$ cat src/rtl/pipearch_common.sv
// Shared types and constants for the pipearch BRAM-fed stages.
// The configreg layout here is common to the BRAM read and write stages.
package pipearch_common;

    typedef struct packed {
        logic [15:0] length;
        logic [15:0] offset;
    } bram_access_properties;

    typedef enum logic [1:0] {
        STATE_IDLE  = 2'd0,
        STATE_ISSUE = 2'd1,
        STATE_DRAIN = 2'd2
    } t_readbram_state;

    localparam int CFG_OFFSET_LSB = 0;
    localparam int CFG_LENGTH_LSB = 16;

    function automatic bram_access_properties decode_configreg(input logic [31:0] cfg);
        bram_access_properties props;
        props.offset = cfg[CFG_OFFSET_LSB +: 16];
        props.length = cfg[CFG_LENGTH_LSB +: 16];
        return props;
    endfunction

endpackage

$ cat src/rtl/valid_delay_line.sv
// Fixed-depth shift register for a valid bit, used to track BRAM read latency.
// Cleared by the synchronous active-low reset so in-flight reads are dropped.
module valid_delay_line #(
    parameter int DEPTH = 2
) (
    input  logic clk,
    input  logic reset,
    input  logic in_valid,
    output logic out_valid
);

    logic [DEPTH-1:0] r_shift;

    always_ff @(posedge clk) begin
        if (!reset) begin
            r_shift <= '0;
        end else begin
            r_shift[0] <= in_valid;
            for (int i = 1; i < DEPTH; i++) begin
                r_shift[i] <= r_shift[i-1];
            end
        end
    end

    assign out_valid = r_shift[DEPTH-1];

endmodule

$ cat src/rtl/read_bram.sv
// Streams a window of BRAM lines (offset/length from configreg) onto the write-side
// handshake. READ_LATENCY is expected in 1..4; dbg_state exposes the FSM state.
module read_bram
    import pipearch_common::*;
#(
    parameter int DATA_WIDTH   = 512,
    parameter int ADDR_WIDTH   = 10,
    parameter int READ_LATENCY = 2
) (
    input  logic                  clk,
    input  logic                  reset,
    input  logic                  op_start,
    input  logic [31:0]           configreg,
    output logic                  bram_re,
    output logic [ADDR_WIDTH-1:0] bram_raddr,
    input  logic [DATA_WIDTH-1:0] bram_rdata,
    output logic                  out_we,
    output logic [DATA_WIDTH-1:0] out_wdata,
    input  logic                  out_almostfull,
    output logic                  busy,
    output logic                  op_done,
    output logic [1:0]            dbg_state
);

    // Handshake: out_we is a push with no ready; the consumer throttles only
    // through out_almostfull, which stops new reads but never gates out_we.

    t_readbram_state       r_state;
    bram_access_properties r_window;
    logic [15:0]           r_issued_cnt;
    logic [15:0]           r_recv_cnt;
    logic                  r_bram_re;
    logic [ADDR_WIDTH-1:0] r_bram_raddr;
    logic                  r_out_we;
    logic [DATA_WIDTH-1:0] r_out_wdata;
    logic                  r_busy;
    logic                  r_op_done;

    bram_access_properties w_cfg;
    logic                  w_tail;
    logic                  w_can_issue;
    logic                  w_last_issue;
    logic                  w_last_recv;

    assign w_cfg        = decode_configreg(configreg);
    assign w_can_issue  = !out_almostfull && (r_issued_cnt < r_window.length);
    // 17-bit compares keep length==0xFFFF from wrapping the counters.
    assign w_last_issue = ({1'b0, r_issued_cnt} + 17'd1) == {1'b0, r_window.length};
    assign w_last_recv  = ({1'b0, r_recv_cnt} + 17'd1) == {1'b0, r_window.length};

    valid_delay_line #(
        .DEPTH(READ_LATENCY)
    ) u_valid_delay (
        .clk      (clk),
        .reset    (reset),
        .in_valid (r_bram_re),
        .out_valid(w_tail)
    );

    always_ff @(posedge clk) begin
        if (!reset) begin
            r_state      <= STATE_IDLE;
            r_window     <= '0;
            r_issued_cnt <= '0;
            r_recv_cnt   <= '0;
            r_bram_re    <= 1'b0;
            r_bram_raddr <= '0;
            r_out_we     <= 1'b0;
            r_busy       <= 1'b0;
            r_op_done    <= 1'b0;
        end else begin
            r_bram_re <= 1'b0;
            r_out_we  <= w_tail;
            r_op_done <= w_tail && w_last_recv;
            if (w_tail) begin
                r_recv_cnt <= r_recv_cnt + 16'd1;
            end

            case (r_state)
                STATE_IDLE: begin
                    r_busy <= 1'b0;
                    if (op_start) begin
                        r_window     <= w_cfg;
                        r_issued_cnt <= '0;
                        r_recv_cnt   <= '0;
                        if (w_cfg.length == 16'd0) begin
                            r_op_done <= 1'b1;
                        end else begin
                            r_state <= STATE_ISSUE;
                            r_busy  <= 1'b1;
                        end
                    end
                end

                STATE_ISSUE: begin
                    r_busy <= 1'b1;
                    if (w_can_issue) begin
                        r_bram_re    <= 1'b1;
                        r_bram_raddr <= ADDR_WIDTH'(r_window.offset + r_issued_cnt);
                        r_issued_cnt <= r_issued_cnt + 16'd1;
                        if (w_last_issue) begin
                            r_state <= STATE_DRAIN;
                        end
                    end
                end

                STATE_DRAIN: begin
                    r_busy <= 1'b1;
                    if (r_recv_cnt == r_window.length) begin
                        r_state <= STATE_IDLE;
                    end
                end

                default: begin
                    r_state <= STATE_IDLE;
                    r_busy  <= 1'b0;
                end
            endcase
        end
    end

    // Data path carries no reset: it is qualified by out_we.
    always_ff @(posedge clk) begin
        r_out_wdata <= bram_rdata;
    end

    assign bram_re    = r_bram_re;
    assign bram_raddr = r_bram_raddr;
    assign out_we     = r_out_we;
    assign out_wdata  = r_out_wdata;
    assign busy       = r_busy;
    assign op_done    = r_op_done;
    assign dbg_state  = r_state;

endmodule

$ cat config.mk
export PLATFORM = sky130hd
export DESIGN_NAME = read_bram
export DESIGN_NICKNAME = d
export VERILOG_FILES = /design/src/rtl/pipearch_common.sv /design/src/rtl/valid_delay_line.sv /design/src/rtl/read_bram.sv
export SDC_FILE = /design/constraint.sdc
export NUM_CORES = 1
export LEC_CHECK = 0
export CAP_MARGIN = 20
export CORE_AREA = 2 2 417 419
export CTS_BUF_LIST = sky130_fd_sc_hd__clkbuf_16
export DETAILED_ROUTE_END_ITERATION = 10
export DIE_AREA = 0 0 419 421
export GPL_ROUTABILITY_DRIVEN = 0
export PLACE_DENSITY = 0.32
export SLEW_MARGIN = 10
export SYNTH_ARGS = -nofsm -noshare
export SYNTH_HDL_FRONTEND = slang
export SYNTH_SLANG_ARGS = --single-unit
$ cat constraint.sdc
create_clock -name clk -period 3.75 [get_ports clk]
set_clock_uncertainty 0.15 [all_clocks]
set_input_delay 0.75 -clock clk [delete_from_list [all_inputs] [get_ports clk]]
set_output_delay 0.75 -clock clk [all_outputs]
set_load 0.03 [all_outputs]
[Yosys cells after proc, flatten, opt, wreduce, memory -nomap -nowiden]
Cells that the tools add are included.
Storage, ports and cells
  flip-flop bits (word level): 588
  bits of input ports: 548
  output and inout bits: 528
  word-level logic and storage cells: 59
Cells by class
  add/subtract/negate cells: 5
  $lt $le $gt $ge: 1
  equal/unequal tests: 10
  muxes and demuxes: 19
  reduce and logical (&&, ||, !) cells: 12
Operators with widths (number)
  $mux 16: 5
  $add 16x1->17 const B: 2
  $eq 17x16->1: 2
  $add 16x1->16 const B: 2
  $pmux 16 s2: 1
  $eq 16x16->1: 1
  $logic_not 16->1: 1
  $lt 16x16->1: 1
  $add 10x10->10: 1
  $mux 2: 5
  $ne 2x2->1 const B: 5
  $mux 1: 6
  $pmux 2 s3: 1
  $reduce_and 2->1: 3
  $reduce_and 5->1: 1
  $reduce_and 3->1: 1
  $eq 2x1->1 const B: 1
  $eq 2x2->1 const B: 1
  $logic_and 1x1->1: 2
  $logic_not 2->1: 1
  $pmux 1 s2: 1
  $reduce_bool 2->1: 1
  $reduce_or 2->1: 1
  $logic_not 1->1: 1

[Depth between registers and ports, before layout]
Gate-level depths: netlist of run 1.
  depth in word-level cells: 6
  gate-level depth with buffers: 12
  depth with buffers taken out: 11

[Modules after synthesis]
From an unflattened synthesis of run 1, not the netlist that was laid out.
Unflattened totals
  cell total of the unflattened synthesis: 1137
  area total of the unflattened synthesis: 15254.6 sq um
Modules (own cells, without submodules)
  read_bram: times used 1, cells each 1133, area each 15202.1 sq um, sequential area each 11731.3 sq um
  valid_delay_line: times used 1, cells each 4, area each 52.6 sq um, sequential area each 40.0 sq um

[Worst setup path after synthesis of run 1]
Ideal clock, no wire load.
  path type: register to register
  start point: register r_window[17] in the netlist's numbering
  end point: register r_issued_cnt[11]
  library setup time: 0.115 ns
  arrival time: 2.395 ns
  data required time: 3.485 ns
  setup slack: 1.091 ns
  stages on the path, launching flop included: 12
  path buffers: 2
  clock period less this slack: 2.659 ns
  cells stage by stage: dfxtp_1 -> clkbuf_1 -> inv_1 -> ha_1 -> nor2b_1 -> o31ai_1 -> a21oi_1 -> a221o_1 -> or2_1 -> buf_6 -> o311a_1 -> o21a_1
Between the ends
  longest elaborated chain between the ends: 4
Ends and longest elaborated chain
  start, declared: line read_bram.sv:29  | bram_access_properties r_window;
  start signal, assigned: line read_bram.sv:83  | r_window <= w_cfg;
  $lt 16x16->1: line read_bram.sv:46  | assign w_can_issue = !out_almostfull && (r_issued_cnt < r_window.length);
  $logic_and 1x1->1: line read_bram.sv:46
  $ne 2x2->1 (no source line)
  $reduce_and 3->1 (no source line)
  end signal, assigned: line read_bram.sv:100  | r_issued_cnt <= r_issued_cnt + 16'd1;
  end, declared: line read_bram.sv:30  | logic [15:0] r_issued_cnt;
Every way passes these cells.
A chain may end at the register's enable or synchronous reset.

[Worst setup path after layout of run 1]
  start point: register r_issued_cnt[1]
  end point: register r_issued_cnt[9]
Between the ends
  longest elaborated chain between the ends: 4
  elaborated cells on any way between the ends: 7
  those cells by class: add/sub: 1; order compare: 1; eq/ne: 1; mux: 2; reduce/logical: 2
Ends and longest elaborated chain (line)
  $lt 16x16->1: read_bram.sv:46
  $logic_and 1x1->1: read_bram.sv:46
  $ne 2x2->1 (no source line)
  $reduce_and 3->1 (no source line)
Parallel ways exist; a longest one is shown, timed or not. The select of a mux whose other input is x is not followed.

==> summary.txt, run 1 <==
Clocking
  – Max clock buf depth: 3
  – Sink Count: approximately 590
  – Root Driver: clkbuf_16
  – Setup Buffers After CTS: 0
  – Num CTS Buffers: 78
  – Hold_buf cts: 0
  – Worst skew pair latency: ~0.7 ns
  – Cts repair resizes: 0
  – Clk slew on worst S/H paths: around 0.050 ns
  – H-tree lvl count: 3
  – CTS tree: built

Finish
  – Area growth syn-to-layout: 106%
  – Final Non-Filler Cells: ~4700
  – Layout cells sized above 1: 6.64%
  – Multi-input logic area: between 0.003 and 0.004 mm^2
  – Number of fill cells: around 19000
  – Final Net Count: slightly below 3000
  – Register area: 0.0118 mm^2

Floorplan
  – Die Footprint: roughly 0.18 mm^2
  – Die H: 421 um
  – Core area: 0.172 mm^2
  – FP Rows: 153
  – Initial core utilization: 8.91%
  – Die width: 419 um
  – Io pins: 1076

Power
  – Worst IR drop on VDD: 0.340 mV
  – LEAKAGE: 11.9 nW
  – Power per cell area: ~550 mW/mm^2

STA
  – Hold violation count in the final report: 0
  – RSZ-0062 raised after global routing: no
  – Clock period minus worst slack: ~3.3 ns
  – Final TNS setup: 0 ns
  – Final setup vio count: 0
  – Least-Margin Pin Slew: roughly 1 ns
  – Fmax: 305 MHz
  – Final period utilization: 87.4%
  – Slew Limit Fails: 0
  – Relative slew slack: 31.9%

Worst setup path
  – CP Cell Sequence: ha_1, nor2b_1, o31ai_1, a21oi_1, a221o_1, or2_1, nor4_1, o21ai_0, a21boi_1
  – Worst setup EP type: flip-flop
  – CP Launch Type: flip-flop
  – WS Path Type: flip-flop to flip-flop
  – Crit path DAT: 3.71 ns
  – Max FO, Critical Path: 20
  – Critical path's slowest cell: or2_1
  – Worst endpoint required time: 4.19 ns
  – Crit path largest cell delay: 0.56 ns

Yosys
  – Mapped Area: 0.0154 mm^2
  – Yosys warns: 0
  – Net Count, Synth: 1740
  – Share of the synthesized area in the top cell type: between 70% and 80%
  – Yosys cell types: 64
  – Synth area leaders: dfxtp_1, nand2_1, ha_1
  – Synthesis-stage register bit count: roughly 590
  – Cell taking the most area after synthesis: dfxtp_1
  – Mean Syn Cell Area: 13.3 um^2
  – Post-synth ARST share: 0%
  – Sequential fraction of the synthesis area: 76.6%
  – Cells after Synth: 1160
  – Post-synth EDFFs: 0
  – Top FF cell, synth: dfxtp_1

Global route
  – First-pass GRT wire length: 165 mm
  – Total congestion overflow: 0
  – Initial antenna violation count: 71
  – Largest net degree at the start of global routing: 35
  – Gr usage total: between 10 and 15%
  – Vias in the first global route: 14000

Drt
  – Final WL: 134 mm
  – Drt wl/cell: 28.5 um
  – Drt initial violations: 557
  – Residual DRC: 0
  – Initial DRT Pass Iterations: 4
  – Via count: 13500
  – Final ANT Viol Nets: 0
  – Vias per cell: around 2.9

Outcome
  – Status: completed

Placement
  – I/O Buffers: between 1000 and 1500
  – Post-Place Cells: approximately 4500
  – DP HPWL: 119 mm

Run
  – Number of max-cap violations: 0

Hold path
  – Min-delay worst type: flip-flop to flip-flop
final timing paths:
kind,startpoint,to,slack (ns),depth (start not counted)
max,r_issued_cnt[1],r_issued_cnt[9],0.47,9
min reg2reg,u_valid_delay.r_shift[0],u_valid_delay.r_shift[1],0.29,1
min,u_valid_delay.r_shift[0],u_valid_delay.r_shift[1],0.29,1
max reg2reg,r_issued_cnt[1],r_issued_cnt[9],0.47,9
cell usage after synthesis, types with 3 or more instances:
cell and n:
nand3_1 21, and2_1 10, nand4b_1 3, o211ai_1 4, o21ai_0 15, nor4_1 15
nor2b_1 4, mux2i_1 6, nor2_1 31, and4_1 4, o31a_1 5, xor2_1 33
o21a_1 9, a31oi_1 4, nor3_1 10, o21ai_1 4, a21boi_1 5, nand4_1 12
o221ai_1 4, a21boi_0 41, and3_1 19, nor3b_1 4, o31ai_1 5, or3_1 6
buf_2 10, inv_1 30, a21oi_1 14, nand2_1 113, dfxtp_1 588, clkbuf_1 26
ha_1 31, xnor2_1 32
cell families (layout without fill, tap and decap cells):
logic type | after synthesis | count (layout) | synth area share, %
adders and majority gates | 32 | 32 | 2.65
xor gates and xnor gates | 65 | 65 | 3.70
AOI/OAI and AO/OA | 129 | 129 | 5.92
muxes | 7 | 7 | 0.464
DFF | 588 | 588 | 76.6
and+or+nand+nor | 266 | 266 | 8.68
buffers and inverters | 73 | 1278 | 2.02
other | 0 | 14 | 0
layout by cell type, fill, tap and decap left out, drive strengths merged, types with 3 or more instances in the layout:
cell type      count
a21boi            46
a21oi             14
a31oi              4
and2              10
and3              19
and4               5
buf               38
bufinv             7
clkbuf            79
clkdlybuf4s50   1066
clkinv            32
dfxtp            588
diode             14
ha                31
inv               54
mux2i              6
nand2            114
nand3             22
nand4             14
nand4b             3
nor2              34
nor2b              4
nor3              10
nor3b              4
nor4              16
o211ai             4
o21a               9
o21ai             19
o221ai             4
o31a               5
o31ai              5
or2                3
or3                6
xnor2             32
xor2              33
where the power goes:
part	internal (mW)	switching, mW
clock network	4.35	3.25
logic	1.23	1.62
registers	6.60	0.224
total	12.2	5.10
registers in the layout (all words and copies together), names as in the netlist:
| signal | cells |
|---|---|
| out_wdata | 512 |
| bram_re | 1 |
| bram_raddr | 10 |
| busy | 1 |
| r_issued_cnt | 16 |
| out_we | 1 |
| dbg_state | 2 |
| r_recv_cnt | 16 |
| u_valid_delay.r_shift | 2 |
| op_done | 1 |
| r_window | 26 |
critical path: cells and delay by family, from the launching register on:
kind | cells | cell delay, ns
adders and majority gates | 1 | 0.29
and+or+nand+nor | 3 | 1.09
DFF | 1 | 0.49
AOI/OAI and AO/OA | 5 | 1.16
metal layers:
metal | track usage (%) | vias up | part of all wire (%)
met5 | 0 | - | 0.16
met4 | 5.57 | 32 | 3.7
met3 | 6.91 | 213 | 9.6
met2 | 27.1 | 621 | 52
met1 | 14.6 | 6426 | 34
li1 | - | 6173 | -
area by class of cell:
class	instances	area share, %
Clock inverter	65	1.84
Inverter	30	0.356
Antenna cell	14	0.111
Clock buffer	79	6.25
Sequential cell	588	37.2
Timing Repair Buffer	1104	34.6
Multi-Input combinational cell	499	10.4
Tap cell	2325	9.20
metrics by stage:
stage | area [um^2] | utilization, % | worst slack [ns] | total power [mW] | hold WS (ns)
global placement | 29000 | 16.8 | 0.488 | 9.91 | 0.268
CTS | 31600 | 18.3 | 0.459 | 17.7 | 0.227
detailed placement | 29000 | 16.8 | 0.455 | 9.89 | 0.273
global route | 31600 | 18.3 | 0.291 | 18.0 | 0.258
finish | 31600 | 18.3 | 0.472 | 17.3 | 0.286
floorplan | 15400 | - | 1.09 | 7.96 | 0.262
Power figures use the tool's default switching activity.
==> inputs of run 2 (changes only) <==
--- a/config.mk
+++ b/config.mk
@@ -11,7 +11,7 @@
 export DETAILED_ROUTE_END_ITERATION = 10
 export DIE_AREA = 0 0 419 421
 export GPL_ROUTABILITY_DRIVEN = 0
-export PLACE_DENSITY = 0.32
+export PLACE_DENSITY_LB_ADDON = 0.3
 export SLEW_MARGIN = 10
 export SYNTH_ARGS = -nofsm -noshare
 export SYNTH_HDL_FRONTEND = slang
==> run 2 against run 1 <==
Effect of this change:
- fmax is 6.1% higher
- die area stayed put
- wire length is 0.22% lower
- critical path depth is 1 lower
==> summary.txt, run 2 (synthesis results as in run 1) <==
Floorplan
  – FP Rows: 153 (unchanged)
  – Die H: 421 um (unchanged)
  – Core area: 0.172 mm^2 (unchanged)
  – Initial core utilization: 8.91% (unchanged)
  – Io pins: 1076 (unchanged)
  – Die width: 419 um (unchanged)
  – Die Footprint: 0.176 mm^2 (unchanged)

Placement
  – I/O Buffers: 1069 (unchanged)
  – DP HPWL: 119 mm (+0.10%)
  – Post-DP Area: 0.0290 mm^2 (about the same)

STA
  – Final TNS setup: 0 ns (unchanged)
  – Final setup vio count: 0 (unchanged)
  – Hold violation count in the final report: 0 (unchanged)
  – Relative slew slack: 32.3% (+0.36 points)
  – RSZ-0062 raised after global routing: no
  – Fmax: 324 MHz (+6.1%)
  – Final period utilization: 82.4% (-5.0 points)
  – Clock period minus worst slack: 3.09 ns (-0.188 ns)
  – Slew Limit Fails: 0 (unchanged)
  – Least-Margin Pin Slew: 1.01 ns (-0.00543 ns)

Power
  – Share of total power in the clock network: 42.8% (-1.2 points)
  – Gate power share: 17.1% (+0.6 points)
  – Switching Share: 29.3% (-0.19 points)
  – Worst IR drop on VDD: 0.334 mV (-1.6%)
  – Final Power: 16.9 mW (-2.0%)
  – LEAKAGE: 11.8 nW (-0.80%)
  – Seq pwr share: 40.1% (+0.6 points)
  – Power per cell area: 538 mW/mm^2 (-1.6%)
  – Psw: 4.96 mW (-2.6%)
  – Pint: 12.0 mW (-1.7%)

Drt
  – Final WL: 134 mm (-0.22%)
  – Drt wl/cell: 28.5 um (about the same)
  – Final ANT Viol Nets: 0 (unchanged)
  – Via count: 13800 (+2.5%)
  – Residual DRC: 0 (unchanged)
  – Drt initial violations: 697 (+25%)
  – Vias per cell: 2.94 (+2.6%)
  – Initial DRT Pass Iterations: 5 (+1)

Finish
  – Number of fill cells: 19000 (+0.12%)
  – Area growth syn-to-layout: 105%
  – Largest register FFs: 512 (unchanged)
  – Post-route cell area: 0.0315 mm^2 (-0.40%)
  – Layout cells sized above 1: 6.63% (-0.011 points)
  – Most common cell after layout, fill and taps aside: clkdlybuf4s50_1
  – Fin util: 18.3% (-0.073 points)
  – Final Net Count: 2875 (-0.21%)
  – Most frequent cells in the layout: clkdlybuf4s50_1, dfxtp_1, nand2_1, clkbuf_16, inv_1

Global route
  – Vias in the first global route: 13900 (-0.99%)
  – Total congestion overflow: 0 (unchanged)
  – Gr usage total: 14.8% (-0.12 points)
  – Most used routing layer: met2
  – Initial antenna violation count: 95 (+34%)
  – Largest net degree at the start of global routing: 48 (+37%)
  – GR Util met1: 13.3% (-1.3 points)
  – First-pass GRT wire length: 162 mm (-1.3%)
  – Routing usage on met3: 9.39% (+2.5 points)
  – Met2 Use GR: 25.8% (-1.3 points)

Worst setup path
  – WS Path Type: flip-flop to flip-flop
  – Critical path's slowest cell: or2_1
  – Worst endpoint required time: 4.13 ns (-0.06 ns)
  – CP Cell Sequence: ha_1, nor2b_1, o31ai_1, a21oi_1, a221o_1, or2_1, o311a_1, o21a_1
  – Worst setup EP type: flip-flop
  – Crit path DAT: 3.47 ns (-0.24 ns)
  – Crit path largest cell delay: 0.51 ns (-0.05 ns)
  – Max FO, Critical Path: 20 (unchanged)
  – CP Launch Type: flip-flop

Outcome
  – Status: completed

Clocking
  – Setup Buffers After CTS: 0 (unchanged)
  – Clk slew on worst S/H paths: 0.06 ns (about the same)
  – Max clock buf depth: 3 (unchanged)
  – Worst skew pair latency: 0.68 ns (-0.02 ns)
  – Sink Count: 588 (unchanged)
  – Num CTS Buffers: 76 (-2.6%)
  – Hold_buf cts: 0 (unchanged)
  – Root Driver: clkbuf_16
  – CTS tree: built
  – H-tree lvl count: 3 (unchanged)
  – Cts repair resizes: 0 (unchanged)

Hold path
  – Min-delay worst type: flip-flop to flip-flop

Run
  – Number of max-cap violations: 0 (unchanged)
## run 2: power by group through the flow
stage          logic (mW)  clock network [mW]  registers (mW)
2_1_floorplan       0.473                   0            7.49
3_3_place_gp         2.95                   0            6.92
3_5_place_dp         2.93                   0            6.92
4_1_cts              2.95                7.54            6.79
5_1_grt              3.03                7.79            6.82
6_report             2.89                7.26            6.79
## run 2: worst paths after layout
path	startpoint	to	slack [ns]	depth (start not counted)
max	r_issued_cnt[1]	r_issued_cnt[11]	0.66	8
min	u_valid_delay.r_shift[0]	u_valid_delay.r_shift[1]	0.28	1
max reg2reg	r_issued_cnt[1]	r_issued_cnt[11]	0.66	8
min reg2reg	u_valid_delay.r_shift[0]	u_valid_delay.r_shift[1]	0.28	1
## run 2: final cells by class
cell class                 count  area [um^2]  area share (%)
clock inverter                59          493            1.56
clock buffer                  78         1950            6.19
antenna                       17         42.5           0.135
sequential                   588        11800            37.4
multi-input combinational    499         3300            10.5
tap                         2325         2910            9.23
inverter                      30          113           0.357
timing repair buffer        1100        10900            34.7
## run 2: worst max-delay path, delay by kind of cell (launching register included)
kind	cells	cell delay, ns
compound gates	5	1.36
fa+ha+maj	1	0.29
flops	1	0.49
simple gates	2	0.64
## run 2: metrics by stage
stage          cells  setup WS, ns  hold WS (ns)
2_1_floorplan   1160          1.09         0.262
3_3_place_gp    4542         0.659         0.270
3_5_place_dp    4542         0.659         0.271
4_1_cts         4679         0.475         0.256
5_1_grt         4685         0.341         0.290
6_report        4696         0.660         0.284
## run 2: per-layer routing
metal / share of wire (%) / routed length (um) / vias to the layer above
li1: - / - / 6158
met1: 31 / 41900 / 6540
met2: 50 / 66700 / 802
met3: 13 / 18000 / 273
met4: 5.0 / 6710 / 24
met5: 0.33 / 443 / -
==> inputs of run 3 (changes only) <==
--- a/config.mk
+++ b/config.mk
@@ -6,10 +6,10 @@
 export NUM_CORES = 1
 export LEC_CHECK = 0
 export CAP_MARGIN = 20
-export CORE_AREA = 2 2 417 419
+export CORE_AREA = 2 2 418 420
 export CTS_BUF_LIST = sky130_fd_sc_hd__clkbuf_16
 export DETAILED_ROUTE_END_ITERATION = 10
-export DIE_AREA = 0 0 419 421
+export DIE_AREA = 0 0 420 422
 export GPL_ROUTABILITY_DRIVEN = 0
 export PLACE_DENSITY_LB_ADDON = 0.3
 export SLEW_MARGIN = 10
==> constraint.sdc (replaced) <==
create_clock -name clk -period 2.65 [get_ports clk]
set_clock_uncertainty 0.15 [all_clocks]
set_input_delay 0.53 -clock clk [delete_from_list [all_inputs] [get_ports clk]]
set_output_delay 0.53 -clock clk [all_outputs]
set_load 0.03 [all_outputs]
==> run 3 against run 2 <==
Effect of this change:
- global-route usage hardly changed
- core utilization is 0.46 points higher
- worst hold slack worse by 0.16 ns
- worst setup slack worse by 0.66 ns
- critical path depth is 3 higher
- flip-flop and latch count stayed put
- critical path type unchanged
- final cell count is 1.9% higher
==> summary.txt, run 3 (synthesis results as in run 1) <==
Outcome
  – Status: completed

Worst setup path
  – Worst endpoint required time: 3.04 ns (-1.09 ns)
  – Worst Setup EP: r_issued_cnt[7]
  – CP Launch Type: flip-flop
  – Worst reg2reg setup slack: 0.004 ns (-0.66 ns)
  – Crit path top cell by count: buf_6
  – Critical path's top delay family: compound AO/OA/AOI/OAI gates
  – Max FO, Critical Path: 6 (-70%)
  – Critical path's slowest cell: a221o_1
  – Worst-case reg-to-reg path depth: 11 (+3)
  – CP Cell Sequence: ha_4, nor2b_4, o31ai_4, a21oi_2, a221o_1, or2_4, buf_6, buf_6, o211ai_1, o311ai_1, and2_1
  – Worst path depth: 11 (+3)
  – Critical Path Source: r_issued_cnt[1]
  – WS Path Type: flip-flop to flip-flop
  – Worst reg2reg path startpoint: r_issued_cnt[1]
  – R2r endpoint: r_issued_cnt[7]
  – Crit path largest cell delay: 0.36 ns (-0.15 ns)
  – Crit path DAT: 3.04 ns (-0.43 ns)
  – WP buf/inv: 2 (+2)
  – Worst setup EP type: flip-flop

Global route
  – Initial antenna violation count: 111 (+17%)
  – First-pass GRT wire length: 165 mm (+1.3%)
  – Vias in the first global route: 14200 (+2.5%)
  – Gr usage total: 14.8% (+0.031 points)
  – Largest net degree at the start of global routing: 63 (+31%)
  – Total congestion overflow: 0 (unchanged)

Finish
  – Final Net Count: 2956 (+2.8%)
  – Fin util: 18.7% (+0.46 points)
  – Multi-input logic area: 0.00355 mm^2 (+7.5%)
  – Post-route cell area: 0.0324 mm^2 (+2.8%)
  – Layout cells sized above 1: 13.2% (+6.6 points)
  – Area growth syn-to-layout: 111%
  – Most frequent cells in the layout: clkdlybuf4s50_1, dfxtp_1, buf_4, nand2_1, clkbuf_16
  – Largest register FFs: 512 (unchanged)
  – Most common cell after layout, fill and taps aside: clkdlybuf4s50_1
  – Number of fill cells: 19000 (+0.18%)
  – Register area: 0.0118 mm^2 (+0.13%)

Clocking
  – Sink Count: 588 (unchanged)
  – Num CTS Buffers: 78 (+2.6%)
  – H-tree lvl count: 3 (unchanged)
  – Worst skew pair latency: 0.69 ns (about the same)
  – CTS tree: built
  – Max clock buf depth: 3 (unchanged)
  – Clk slew on worst S/H paths: 0.06 ns (about the same)
  – Root Driver: clkbuf_16

STA
  – Least-Margin Pin Slew: 0.802 ns (-0.211 ns)
  – RSZ-0062 raised after global routing: yes
  – WHS: 0.128 ns (-0.156 ns)
  – Relative slew slack: 46.8% (+14 points)
  – Final TNS setup: 0 ns (unchanged)
  – Slew Limit Fails: 0 (unchanged)
  – Final period utilization: 99.9% (+17 points)
  – Clock period minus worst slack: 2.65 ns (-0.444 ns)
  – Fmax: 378 MHz (+17%)
  – Final setup vio count: 0 (unchanged)
  – Hold violation count in the final report: 0 (unchanged)

Drt
  – Final ANT Viol Nets: 0 (unchanged)
  – Vias per cell: 2.95 (+0.54%)
  – Drt initial violations: 831 (+19%)
  – Final WL: 135 mm (+0.92%)
  – Drt wl/cell: 28.2 um (-0.91%)
  – Residual DRC: 0 (unchanged)
  – Via count: 14100 (+2.4%)
  – Initial DRT Pass Iterations: 5 (unchanged)

Floorplan
  – Die width: 420 um (+0.24%)
  – FP Rows: 153 (unchanged)
  – Initial core utilization: 8.89% (-0.020 points)
  – Die Footprint: 0.177 mm^2 (+0.48%)
  – Core area: 0.173 mm^2 (+0.22%)
  – Die H: 422 um (+0.24%)
  – Io pins: 1076 (unchanged)

Placement
  – Post-DP Area: 0.0295 mm^2 (+1.6%)
  – DP HPWL: 119 mm (+0.16%)
  – I/O Buffers: 1069 (unchanged)

Power
  – Worst IR drop on VDD: 0.468 mV (+40%)
  – Power per cell area: 766 mW/mm^2 (+42%)
  – LEAKAGE: 12.5 nW (+5.5%)
  – Final Power: 24.8 mW (+46%)

Hold path
  – Min-delay worst type: input port to flip-flop

Run
  – Number of max-cap violations: 0 (unchanged)
-- run 3: cell count changes in the layout (fill, tap and decap cells not counted), moves of 6 or more --
| cell | before | now |
|---|---|---|
| buf_4 | 32 | 140 |
| clkdlybuf4s50_1 | 1068 | 965 |
| dfxtp_1 | 588 | 578 |
| dfxtp_2 | 0 | 9 |
| dlygate4sd2_1 | 0 | 65 |
| ha_1 | 31 | 24 |
| ha_4 | 0 | 6 |
-- run 3: worst min path at each step --
stage               cells past startpoint                  endpoint                startpoint
global route                            1            out_wdata[406]           bram_rdata[406]
floorplan                               1  u_valid_delay.r_shift[1]  u_valid_delay.r_shift[0]
CTS                                     1            out_wdata[208]           bram_rdata[208]
global placement                        1  u_valid_delay.r_shift[1]  u_valid_delay.r_shift[0]
finish                                  1            out_wdata[213]           bram_rdata[213]
detailed placement                      1  u_valid_delay.r_shift[1]  u_valid_delay.r_shift[0]
-- run 3: final cells by class --
type                            instances  area share [%]
Antenna cell                           22           0.170
Clock buffer                           78            6.03
Clock inverter                         62            1.94
Inverter                               30           0.348
Multi-Input combinational cell        500            11.0
Sequential cell                       588            36.4
Tap cell                             2325            8.98
Timing Repair Buffer                 1178            35.2
-- run 3: metal layers --
metal	track usage (%)	wire, um	vias up
li1	-	-	6326
met1	13.9	43500	6660
met2	25.9	67600	819
met3	9.16	17900	292
met4	5.73	5850	32
met5	0	206	-
-- run 3: through the flow --
stage               setup slack [ns]  instances
finish                       0.00351       4783
global route                 -0.0867       4772
CTS                          -0.0105       4760
detailed placement            -0.190       4613
global placement              -0.207       4613
floorplan                     0.0657       1160
-- run 3: worst register-to-register path: cells and delay by family, from the launching register on --
family	cells	cell delay (ns)
compound gates	5	0.98
simple gates	3	0.54
flops	1	0.34
buf+inv	2	0.27
fa+ha+maj	1	0.23
-- run 3: where the power goes --
part	total (mW)	internal (mW)	leakage [nW]	switching [mW]
combinational	4.37	1.93	6.22	2.44
sequential	9.59	9.35	4.94	0.245
clock	10.8	6.21	1.30	4.63
total	24.8	17.5	12.5	7.31
-- run 3: what timing repair did --
item / in CTS / in global routing
gates resized for setup: 97 / 38
hold buffers: 0 / 0
pin swaps: 16 / 24
cloned: 1 / 0
buffers inserted: 6 / 1
setup endpoints to repair: 89 / 29
